==> src/rtl/fir_channel_sched.sv <==
// fir_channel_sched: two-channel sample scheduler for a shared fir_filter.
// Each channel latches samples into a hold register. Pending channels are
// served round-robin. A served sample is written into the channel's
// 64-entry region of the audio RAM. The filter is then armed over the
// TAPS-long window that ends at that sample, and its result is returned
// on a one-cycle out_valid strobe.
module fir_channel_sched #(
  parameter int TAPS    = 16,
  parameter int TIMEOUT = 4095
) (
  input  logic        clk,
  input  logic        reset,
  input  logic [1:0]  in_valid,
  input  logic [15:0] in_data_0,
  input  logic [15:0] in_data_1,
  output logic        audio_wr_en,
  output logic [6:0]  audio_wr_addr,
  output logic [15:0] audio_wr_data,
  output logic        fir_reset,
  output logic [6:0]  fir_start_addr,
  output logic [6:0]  fir_last_addr,
  input  logic        fir_done,
  input  logic [15:0] fir_result,
  output logic        out_valid,
  output logic        out_chan,
  output logic [15:0] out_data,
  output logic [1:0]  overrun,
  output logic        timeout_err,
  input  logic        clear_err,
  output logic        busy
);

  typedef enum logic [2:0] {
    S_IDLE,
    S_WRITE,
    S_ARM,
    S_RUN,
    S_CAPTURE
  } state_t;

  // Window start sits TAPS-1 samples behind the newest one, modulo the
  // 64-entry channel region.
  localparam logic [5:0]  TAPS_M1   = 6'(TAPS - 1);
  localparam logic [11:0] TIMEOUT_C = 12'(TIMEOUT);

  state_t      state_reg;
  state_t      state_next;
  logic        chan_reg;
  logic        last_served_reg;
  logic [11:0] run_cnt_reg;
  logic        timeout_err_reg;

  logic        sel_valid;
  logic        sel_chan;
  logic        timeout_hit;

  logic        audio_wr_en_reg;
  logic [6:0]  audio_wr_addr_reg;
  logic [15:0] audio_wr_data_reg;
  logic        fir_reset_reg;
  logic [6:0]  fir_start_addr_reg;
  logic [6:0]  fir_last_addr_reg;
  logic        out_valid_reg;
  logic        out_chan_reg;
  logic [15:0] out_data_reg;

  // Per-channel views gathered from the channel slices below.
  logic [15:0] in_data_arr [2];
  logic [15:0] hold_arr    [2];
  logic [5:0]  wptr_arr    [2];
  logic [1:0]  pending_vec;
  logic [1:0]  overrun_vec;

  assign in_data_arr[0] = in_data_0;
  assign in_data_arr[1] = in_data_1;

  // wptr advances when ARM is left, for the channel being served.
  logic arm_exit;
  assign arm_exit = (state_reg == S_ARM);

  genvar gi;
  generate
    for (gi = 0; gi < 2; gi++) begin : g_chan
      logic [15:0] hold_reg;
      logic        pend_reg;
      logic        ovr_reg;
      logic [5:0]  wptr_reg;
      logic        sel_this;
      logic        serving_this;

      assign sel_this     = sel_valid && (sel_chan == 1'(gi));
      assign serving_this = arm_exit && (chan_reg == 1'(gi));

      // Sample capture, pending/overrun bookkeeping and write pointer for one channel.
      always_ff @(posedge clk or posedge reset) begin
        if (reset) begin
          hold_reg <= '0;
          pend_reg <= 1'b0;
          ovr_reg  <= 1'b0;
          wptr_reg <= '0;
        end else begin
          if (in_valid[gi]) begin
            hold_reg <= in_data_arr[gi];
          end
          // A new arrival re-arms pending even on the cycle it is selected;
          // the selected sample was already copied into the write register.
          if (in_valid[gi]) begin
            pend_reg <= 1'b1;
          end else if (sel_this) begin
            pend_reg <= 1'b0;
          end
          // Set beats clear when both happen together.
          if (in_valid[gi] && pend_reg) begin
            ovr_reg <= 1'b1;
          end else if (clear_err) begin
            ovr_reg <= 1'b0;
          end
          if (serving_this) begin
            wptr_reg <= wptr_reg + 6'd1;
          end
        end
      end

      assign hold_arr[gi]    = hold_reg;
      assign wptr_arr[gi]    = wptr_reg;
      assign pending_vec[gi] = pend_reg;
      assign overrun_vec[gi] = ovr_reg;
    end
  endgenerate

  // Next-state logic, round-robin channel selection and timeout detection.
  always_comb begin
    state_next  = state_reg;
    sel_valid   = 1'b0;
    sel_chan    = chan_reg;
    timeout_hit = 1'b0;
    case (state_reg)
      S_IDLE: begin
        if (pending_vec != 2'b00) begin
          state_next = S_WRITE;
          sel_valid  = 1'b1;
          if (pending_vec == 2'b11) begin
            sel_chan = ~last_served_reg;
          end else begin
            sel_chan = pending_vec[1];
          end
        end
      end
      S_WRITE: begin
        state_next = S_ARM;
      end
      S_ARM: begin
        state_next = S_RUN;
      end
      S_RUN: begin
        // run_cnt_reg is the 1-based index of the current RUN cycle, so a
        // done in the first cycle is ignored.
        if ((run_cnt_reg >= 12'd2) && fir_done) begin
          state_next = S_CAPTURE;
        end else if (run_cnt_reg == TIMEOUT_C) begin
          state_next  = S_IDLE;
          timeout_hit = 1'b1;
        end
      end
      S_CAPTURE: begin
        state_next = S_IDLE;
      end
      default: begin
        state_next = S_IDLE;
      end
    endcase
  end

  // State register, job bookkeeping and all registered outputs.
  always_ff @(posedge clk or posedge reset) begin
    if (reset) begin
      state_reg          <= S_IDLE;
      chan_reg           <= 1'b0;
      last_served_reg    <= 1'b1;
      run_cnt_reg        <= '0;
      timeout_err_reg    <= 1'b0;
      audio_wr_en_reg    <= 1'b0;
      audio_wr_addr_reg  <= '0;
      audio_wr_data_reg  <= '0;
      fir_reset_reg      <= 1'b1;
      fir_start_addr_reg <= '0;
      fir_last_addr_reg  <= '0;
      out_valid_reg      <= 1'b0;
      out_chan_reg       <= 1'b0;
      out_data_reg       <= '0;
    end else begin
      state_reg     <= state_next;
      // The filter runs only while the state is RUN.
      fir_reset_reg <= (state_next != S_RUN);

      audio_wr_en_reg <= 1'b0;
      out_valid_reg   <= 1'b0;

      // Selection loads the write port, so the WRITE cycle sees the sample
      // as it was when the channel was chosen.
      if (sel_valid) begin
        chan_reg          <= sel_chan;
        last_served_reg   <= sel_chan;
        audio_wr_en_reg   <= 1'b1;
        audio_wr_addr_reg <= {sel_chan, wptr_arr[sel_chan]};
        audio_wr_data_reg <= hold_arr[sel_chan];
      end

      // Window addresses become valid in ARM and stay put through RUN.
      if (state_reg == S_WRITE) begin
        fir_last_addr_reg  <= {chan_reg, wptr_arr[chan_reg]};
        fir_start_addr_reg <= {chan_reg, wptr_arr[chan_reg] - TAPS_M1};
      end

      if (state_reg == S_ARM) begin
        run_cnt_reg <= 12'd1;
      end else if (state_reg == S_RUN) begin
        run_cnt_reg <= run_cnt_reg + 12'd1;
      end

      if (state_reg == S_CAPTURE) begin
        out_valid_reg <= 1'b1;
        out_chan_reg  <= chan_reg;
        out_data_reg  <= fir_result;
      end

      if (timeout_hit) begin
        timeout_err_reg <= 1'b1;
      end else if (clear_err) begin
        timeout_err_reg <= 1'b0;
      end
    end
  end

  assign audio_wr_en    = audio_wr_en_reg;
  assign audio_wr_addr  = audio_wr_addr_reg;
  assign audio_wr_data  = audio_wr_data_reg;
  assign fir_reset      = fir_reset_reg;
  assign fir_start_addr = fir_start_addr_reg;
  assign fir_last_addr  = fir_last_addr_reg;
  assign out_valid      = out_valid_reg;
  assign out_chan       = out_chan_reg;
  assign out_data       = out_data_reg;
  assign overrun        = overrun_vec;
  assign timeout_err    = timeout_err_reg;
  assign busy           = (state_reg != S_IDLE);

endmodule
==> config.mk <==
export PLATFORM = sky130hd
export DESIGN_NAME = fir_channel_sched
export DESIGN_NICKNAME = d
export VERILOG_FILES = /design/src/rtl/fir_channel_sched.sv
export SDC_FILE = /design/constraint.sdc
export NUM_CORES = 1
export LEC_CHECK = 0
export CAP_MARGIN = 10
export CORE_MARGIN = 8
export CORE_UTILIZATION = 38
export DETAILED_ROUTE_END_ITERATION = 10
export GPL_TIMING_DRIVEN = 0
export SETUP_SLACK_MARGIN = 0.15
export SLEW_MARGIN = 30
export SYNTH_ARGS = -nofsm -noshare
export SYNTH_HDL_FRONTEND = slang
export SYNTH_SLANG_ARGS = --single-unit
export TNS_END_PERCENT = 100
==> constraint.sdc <==
create_clock -name clk -period 9.6 [get_ports clk]
set_clock_uncertainty 0.05 [all_clocks]
set_input_delay 1.92 -clock clk [delete_from_list [all_inputs] [get_ports clk]]
set_output_delay 1.92 -clock clk [all_outputs]
set_load 0.005 [all_outputs]
==> results of run 1 <==
[cell type report]
class / instances / area share [%]
multi-input cells: 274 / 27.0
flip-flops and latches: 121 / 42.6
plain buffers: 30 / 1.85
clock buffers: 17 / 5.98
inverters: 11 / 0.686
repair buffers: 113 / 16.2
well taps: 176 / 3.10
clock inverters: 15 / 2.66
[metal layers]
metal  track usage (%)  part of all wire [%]
met1              17.6                    44
met2              24.4                    49
met3              5.68                   5.4
met4              5.68                   1.4
met5                 0                     0
[worst max-delay path, stage by stage (launching register included)]
cell,delay (ps)
dfrtp_1,370
buf_2,180
nor3_2,300
inv_1,110
clkdlybuf4s50_1,500
[final timing paths]
path                                             start                    end  slack [ps]  depth (start not counted)
worst max-delay path                      state_reg[1]                   busy        5760                          4
worst min-delay path            g_chan[1].hold_reg[10]      audio_wr_data[10]         420                          2
worst max register to register                chan_reg      fir_start_addr[4]        7200                          7
worst min register to register  g_chan[1].hold_reg[10]      audio_wr_data[10]         420                          2
max in group asynchronous                        reset        last_served_reg        6960                          3
min in group asynchronous                        reset  g_chan[1].hold_reg[5]        1830                          2
[placed cells by master (no fill, tap or decap), types with 4 or more instances in the layout]
cell type        Yosys  routed
inv_6                0       5
and3_1               7       7
xnor2_1              9       9
nand4_1              5       5
clkdlybuf4s50_1      0     112
dfrtp_1            119     119
inv_1               11      10
xor2_1               6       6
mux2_2              53      53
nand2_1             77      77
a21oi_1              4       4
buf_4                4       4
o21ai_0             19      19
nand3_1              7       7
clkbuf_1            22      22
clkbuf_16            0      17
o31ai_1              4       4
mux2i_1             10      10
nor2_1              13      13
ha_1                 5       5
a22oi_1             23      23
[power breakdown]
group / internal, mW / total, mW / switching (mW) / leakage [nW]
clock: 0.413 / 0.657 / 0.243 / 0.301
combinational: 0.374 / 0.666 / 0.291 / 1.35
sequential: 0.662 / 0.770 / 0.107 / 1.51
[cells by family after synthesis]
| family | count (synthesis) | synth area share, % |
|---|---|---|
| AOI/OAI and AO/OA | 64 | 8.55 |
| xor gates and xnor gates | 15 | 2.57 |
| adders and majority gates | 5 | 1.22 |
| buffers and inverters | 41 | 3.37 |
| DFF | 121 | 59.2 |
| muxes | 63 | 13.6 |
| and+or+nand+nor | 127 | 11.5 |
==> results by group, run 1 <==
Status
  • Status: complete, no violations

Layout
  • Multi-input logic area: 0.00192 mm2
  • Finished Core Util: 53.9%
  • Final Non-Filler Cells: 757
  • Layout cells sized above 1: 17.6%
  • Reg area: 0.00303 mm2
  • Diode count: 0
  • # fillers: 1185
  • Design area: 0.00711 mm2
  • Area Overhead vs Synth: 38.9%
  • Max reg flops: 32
  • Nets@finish: 627

Detailed routing
  • DR WL/cell: 16.3 um
  • Vias: 3680
  • Post-route ant nets: 0
  • Initial drt markers: 179
  • DRT Pass-1 Iters: 6
  • Final wirelength: 12300 um
  • DRC viols: 0
  • Vias/cell: 4.86

Synthesis
  • Synth cell count leaders: 119 x dfrtp_1, 77 x nand2_1, 53 x mux2_2
  • Fraction of registers with async set/reset: 100%
  • Sequential area share after synthesis: 59.2%
  • Most instantiated library cell after synthesis: dfrtp_1
  • Syn_area_per_cell: 11.7 um2
  • Synthesized flop and latch total: 121
  • Syn Inst Count: 436
  • Post-synth top flop: dfrtp_1
  • Synth top area share: 58.2%
  • Post-Syn Area: 0.00512 mm2
  • Yosys warning count: 0
  • Largest cells by area after synthesis: dfrtp_1 58%, mux2_2 12%, nand2_1 5.6%, a22oi_1 3.4%, mux2i_1 2.0%
  • Post-synth EDFFs: 0
  • Mapped Nets: 495
  • Distinct cells, synth: 44
  • Dominant cell type by area after synthesis: dfrtp_1

Timing
  • Rel. slew slack: 54.9%
  • Actual slew at the worst max-slew pin: 677 ps
  • TNS Setup: 0 ps
  • Setup slack after layout: 5760 ps
  • Final period utilization: 40.0%
  • Final hold viol count: 0
  • RSZ-0062 raised after global routing: no
  • Setup violators final: 0
  • Minimum clock period: 3840 ps
  • Max Freq: 260 MHz
  • WHS: 422 ps
  • Final Max Slew Viols: 0

Power and ir drop
  • Power Dens Cells: 294 mW/mm2
  • Total power: 2.09 mW
  • Max VDD drop: 175 uV
  • Lkg Pwr: 3.16 nW

Clock network
  • CTS max path bufs: 2
  • CTS tree: yes
  • CTS Buf Count: 17
  • Hold buffers post-CTS: 0
  • Worst-Skew Late Latency: 420 ps
  • Clock Sinks: 121
  • Htree depth: 4
  • Root buffer cell: clkbuf_16
  • Clock transition at path regs: 60 ps
  • Post-CTS setup buffers: 0
  • Post_cts resized: 0

Worst setup path
  • Worst Path Required: 7630 ps
  • WS Path Type: reg2out
  • Critical Path End Type: output pin
  • Worst Setup Start Kind: register
  • CP Max Fanout: 10
  • WP data arrival: 1870 ps

Placed design
  • Placed cells: 725
  • PortBufs: 112
  • DPL Wire Length: 8810 um
  • Place WS: 6060 ps
  • Placed cell area: 0.00650 mm2
  • Final GP Congestion: 0.768

Floorplanning
  • Initial Util: 38.8%
  • Die Wd: 132 um
  • Die area: 0.0174 mm2
  • I/O Pins: 115
  • Site Rows: 42
  • Placeable core region: 0.0132 mm2
  • Die Ht: 132 um

Run
  • Max-Cap Viols: 0

Global route
  • Vias in the first global route: 4080
  • Initial antenna violation count: 0
  • GRT overflow: 0
  • Global-route wire length before repair: 20900 um
  • Total GRT Usage: 15.0%
  • Largest net degree at the start of global routing: 83

Hold path
  • HP Class: reg2reg
(Power assumes the default switching activity.)
==> run 2, diff against run 1 <==
--- a/config.mk
+++ b/config.mk
@@ -10,6 +10,7 @@
 export CORE_UTILIZATION = 38
 export DETAILED_ROUTE_END_ITERATION = 10
 export GPL_TIMING_DRIVEN = 0
+export PLACE_DENSITY = 0.66
 export SETUP_SLACK_MARGIN = 0.15
 export SLEW_MARGIN = 30
 export SYNTH_ARGS = -nofsm -noshare
==> constraint.sdc (replaced) <==
create_clock -name clk -period 3.4 [get_ports clk]
set_clock_uncertainty 0.05 [all_clocks]
set_input_delay 0.68 -clock clk [delete_from_list [all_inputs] [get_ports clk]]
set_output_delay 0.68 -clock clk [all_outputs]
set_load 0.005 [all_outputs]
==> run 2 against run 1 <==
Clock power grew to 2.7 times the previous value; die area is the same; first-iteration DRC count down 2.8%; cell count is 0.40% higher; routed wire length shrank 0.59%; critical endpoint unchanged; combinational power increased to 2.9 times the previous value; register-to-register slack got worse by 6200 ps; hold slack worse by 3.3 ps.
==> results by group, run 2 (synthesis results as in run 1) <==
Clock network
  • CTS max path bufs: 2
  • Htree depth: 4
  • CTS Buf Count: 17
  • Post-CTS setup buffers: 0
  • CTS tree: yes
  • Root buffer cell: clkbuf_16
  • Clock Sinks: 121
  • Worst-Skew Late Latency: 400 ps
  • Post_cts resized: 0
  • Clock transition at path regs: 50 ps
  • Hold buffers post-CTS: 0

Worst setup path
  • Worst Setup Start Kind: register
  • Worst reg2reg path startpoint: chan_reg
  • Worst r2r dst: fir_start_addr[4]
  • Worst Path Required: 2670 ps
  • Reg2Reg Setup Slack: 1010 ps
  • WS Path Type: reg2out
  • CP Max Fanout: 10
  • Critical Path End Type: output pin
  • Cell count of the worst reg-to-reg path: 7
  • WP data arrival: 1890 ps

Detailed routing
  • Vias: 3716
  • Post-route ant nets: 0
  • Vias/cell: 4.89
  • Initial drt markers: 174
  • DRC viols: 0
  • DRT Pass-1 Iters: 4
  • Final wirelength: 12300 um
  • DR WL/cell: 16.1 um

Timing
  • Max Freq: 381 MHz
  • Actual slew at the worst max-slew pin: 654 ps
  • Rel. slew slack: 56.4%
  • Setup violators final: 0
  • Minimum clock period: 2620 ps
  • Final hold viol count: 0
  • Final Max Slew Viols: 0
  • TNS Setup: 0 ps
  • Final period utilization: 77.1%
  • RSZ-0062 raised after global routing: no

Power and ir drop
  • Clock Power Share: 30.6%
  • Sequential share of power: 37.1%
  • Sw Ratio: 29.6%
  • Max VDD drop: 397 uV
  • Logic gate share of total power: 32.3%
  • Power Internal: 4.14 mW
  • Net Switching: 1.74 mW
  • Total power: 5.87 mW
  • Power Dens Cells: 822 mW/mm2
  • Lkg Pwr: 3.18 nW

Layout
  • Nets@finish: 630
  • Layout cells sized above 1: 17.5%
  • Area Overhead vs Synth: 39.7%
  • Commonest cells after routing, fill and taps aside: 119 x dfrtp_1, 112 x clkdlybuf4s50_1, 77 x nand2_1
  • Most common cell after layout, fill and taps aside: dfrtp_1
  • Finished Core Util: 54.2%
  • Max reg flops: 32
  • # fillers: 1128
  • Diode count: 0

Floorplanning
  • Die Wd: 132 um
  • Die area: 0.0174 mm2
  • Site Rows: 42
  • Initial Util: 38.8%
  • Placeable core region: 0.0132 mm2
  • Die Ht: 132 um
  • I/O Pins: 115

Global route
  • Vias in the first global route: 3998
  • Total GRT Usage: 14.8%
  • Largest net degree at the start of global routing: 31
  • Global-route wire length before repair: 20700 um
  • GRT overflow: 0
  • Initial antenna violation count: 0

Hold path
  • WHS Endpoint: audio_wr_data[5]
  • HP Class: reg2reg
  • Worst hold path startpoint: g_chan[1].hold_reg[5]
  • Hold path depth: 2

Placed design
  • Final GP Congestion: 0.786
  • DPL Wire Length: 9080 um
  • PortBufs: 112

Run
  • Max-Cap Viols: 0

Status
  • Status: complete, no violations
-- run 2: power by group through the flow --
stage               combinational (mW)  sequential [mW]  clock [mW]
floorplan                        0.978             2.15           0
global placement                  1.87             2.18           0
detailed placement                1.92             2.20           0
CTS                               1.93             2.18        1.84
global route                      2.10             2.24        1.91
finish                            1.90             2.18        1.80
-- run 2: area by class of cell --
cell class	count	area (um2)	share of cell area (%)
timing repair buffer	116	1210	16.9
clock buffer	23	478	6.68
sequential	121	3030	42.4
multi-input combinational	274	1920	26.8
buffer	30	131	1.84
clock inverter	9	120	1.68
tap	176	220	3.08
inverter	11	45.0	0.630
-- run 2: critical path: stages (launching register included) --
cell and delay (ps):
dfrtp_1 370, buf_2 170, nor3_2 300, inv_1 130, clkdlybuf4s50_1 510
-- run 2: routing by layer --
layer / global-route usage [%] / part of all wire [%] / up-vias
met5: 0 / 0 / -
met4: 6.25 / 1.3 / 0
met3: 5.14 / 6.0 / 15
met2: 23.9 / 49 / 103
met1: 17.5 / 43 / 1820
li1: - / - / 1778
-- run 2: worst max path at each step --
stage | startpoint | end | slack, ps | cells after the start
3_5_place_dp | chan_reg | fir_start_addr[4] | 1040 | 7
3_3_place_gp | reset | out_data[2] | 100 | 2
2_1_floorplan | reset | audio_wr_addr[0] | 1190 | 1
6_report | state_reg[1] | busy | 780 | 4
5_1_grt | state_reg[1] | busy | 670 | 4
4_1_cts | state_reg[1] | busy | 750 | 4
-- run 2: metrics by stage --
| stage | std cells | instance area, um2 | hold WS, ps | setup WS (ps) |
|---|---|---|---|---|
| 2_1_floorplan | 436 | 5120 | 392 | 1190 |
| 4_1_cts | 760 | 7150 | 420 | 753 |
| 6_report | 760 | 7150 | 418 | 779 |
| 3_5_place_dp | 728 | 6550 | 407 | 1040 |
| 5_1_grt | 760 | 7150 | 444 | 667 |
| 3_3_place_gp | 724 | 6460 | 402 | 96.2 |
==> run 3, diff against run 2 <==
==> constraint.sdc (replaced) <==
create_clock -name clk -period 2.3 [get_ports clk]
set_clock_uncertainty 0.05 [all_clocks]
set_input_delay 0.46 -clock clk [delete_from_list [all_inputs] [get_ports clk]]
set_output_delay 0.46 -clock clk [all_outputs]
set_load 0.005 [all_outputs]
==> run 3 against run 2 <==
Cell count is 0.66% higher; combinational power is 52% higher; sequential power is 48% higher; setup slack worse by 560 ps; core utilization is 0.52 points higher; non-clock buffer count is 5 higher; total power is 49% higher; final area is 0.96% higher; clock power is 48% higher; die area stayed put; count of clock-buffer cells in the layout stayed put; largest power group unchanged.
==> results by group, run 3 (synthesis results as in run 1) <==
Status
  • Status: complete, no violations

Global route
  • Total GRT Usage: 14.8%
  • Initial antenna violation count: 0
  • GRT overflow: 0
  • Global-route wire length before repair: 20700 um
  • Largest net degree at the start of global routing: 31
  • Vias in the first global route: 4014

Worst setup path
  • Crit path buf inv count: 3
  • CP top delay family: buffers and inverters
  • CP Max Fanout: 10
  • Worst Path Required: 1790 ps
  • WS Path Type: reg2out
  • CP max stage delay: 380 ps
  • Worst path cell trace: buf_2 > nor3_4 > inv_1 > dlygate4sd2_1
  • Worst Setup Start Kind: register
  • Critical Path End Type: output pin
  • WP data arrival: 1570 ps
  • CP max-delay cell: dfrtp_1

Floorplanning
  • Die area: 0.0174 mm2
  • Die Ht: 132 um
  • Initial Util: 38.8%
  • Die Wd: 132 um
  • Placeable core region: 0.0132 mm2
  • I/O Pins: 115
  • Site Rows: 42

Timing
  • Rel. slew slack: 55.9%
  • Minimum clock period: 2080 ps
  • Setup violators final: 0
  • Max Freq: 480 MHz
  • RSZ-0062 raised after global routing: no
  • WHS: 371 ps
  • Final Max Slew Viols: 0
  • Final hold viol count: 0
  • Actual slew at the worst max-slew pin: 662 ps
  • Final period utilization: 90.5%

Power and ir drop
  • Power Dens Cells: 1210 mW/mm2
  • Net Switching: 2.60 mW
  • Max VDD drop: 602 uV
  • Power Internal: 6.17 mW
  • Lkg Pwr: 3.22 nW
  • Logic gate share of total power: 32.9%
  • Sequential share of power: 36.7%
  • Clock Power Share: 30.4%
  • Sw Ratio: 29.6%

Layout
  • # fillers: 1124
  • Multi-input logic area: 0.00194 mm2
  • Max reg flops: 32
  • Nets@finish: 635
  • Layout cells sized above 1: 20.0%
  • Most common cell after layout, fill and taps aside: dfrtp_1
  • Commonest cells after routing, fill and taps aside: 118 x dfrtp_1, 111 x clkdlybuf4s50_1, 77 x nand2_1
  • Finished Core Util: 54.7%
  • Reg area: 0.00303 mm2
  • Diode count: 0
  • Area Overhead vs Synth: 41.0%

Detailed routing
  • Vias/cell: 4.88
  • DRC viols: 0
  • DR WL/cell: 16.1 um
  • Post-route ant nets: 0
  • Initial drt markers: 183
  • DRT Pass-1 Iters: 4
  • Vias: 3732
  • Final wirelength: 12300 um

Placed design
  • DPL Wire Length: 9080 um
  • Final GP Congestion: 0.786
  • PortBufs: 112

Hold path
  • HP Class: in2async

Clock network
  • CTS tree: yes
  • CTS Buf Count: 17
  • CTS max path bufs: 2
  • Htree depth: 4
  • Clock Sinks: 121
  • Root buffer cell: clkbuf_16
  • Clock transition at path regs: 50 ps
  • Hold buffers post-CTS: 0
  • Worst-Skew Late Latency: 410 ps

Run
  • Max-Cap Viols: 0
-- run 3: final timing paths --
check	from	to	slack, ps	depth (start not counted)
setup / recovery	state_reg[1]	busy	220	4
hold / removal	reset	fir_start_addr[5]	370	2
setup reg to reg	run_cnt_reg[1]	timeout_err	230	5
hold reg to reg	g_chan[1].hold_reg[5]	audio_wr_data[5]	420	2
max in group asynchronous	reset	last_served_reg	1100	4
min in group clk	g_chan[1].hold_reg[5]	audio_wr_data[5]	420	2
-- run 3: repair_timing --
item                       in CTS  in global routing
pin swaps                       0                  2
buffers inserted                1                  4
gates resized for setup         4                 13
setup endpoints to repair      15                 26
hold endpoints to repair        0                  0
gates cloned                    0                  0
-- run 3: metrics by stage --
stage	area [um2]	std cells	total power [mW]	TNS [ps]	setup slack (ps)
after global placement	6460	724	5.99	-92900	-784
after CTS	7170	761	8.83	0	143
after detailed placement	6550	728	6.08	-57.5	-57.5
final	7220	765	8.77	0	218
after floorplan	5120	436	4.62	0	286
after global routing	7220	765	9.31	0	147
-- run 3: power by group through the flow --
stage               Combinational, mW  Clock (mW)  Sequential (mW)
floorplan                        1.45           0             3.18
global placement                 2.76           0             3.22
detailed placement               2.84           0             3.25
CTS                              2.88        2.72             3.22
global route                     3.19        2.82             3.30
finish                           2.88        2.67             3.22
-- run 3: per-layer routing --
metal	GRT usage, %	share of wire, %	vias up	routed length [um]
met5	0	0	-	0
met4	6.25	1.1	0	140
met3	5.14	6.7	12	821
met2	24.0	49	107	6070
met1	17.4	43	1818	5310
li1	-	-	1795	-
-- run 3: area by class of cell --
class                      instances  share of cell area, %
multi-input combinational        274                   26.9
timing repair buffer             121                   17.2
inverter                          11                  0.624
clock buffer                      23                   6.62
buffer                            30                   1.94
clock inverter                     9                   1.66
tap                              176                   3.05
sequential                       121                   42.0
-- run 3: worst register-to-register path, stage by stage, from the launching register on --
cell and delay, ps:
dfrtp_2 430, ha_2 180, or4_4 490, o31ai_4 280, or4b_4 500, o21ai_2 70
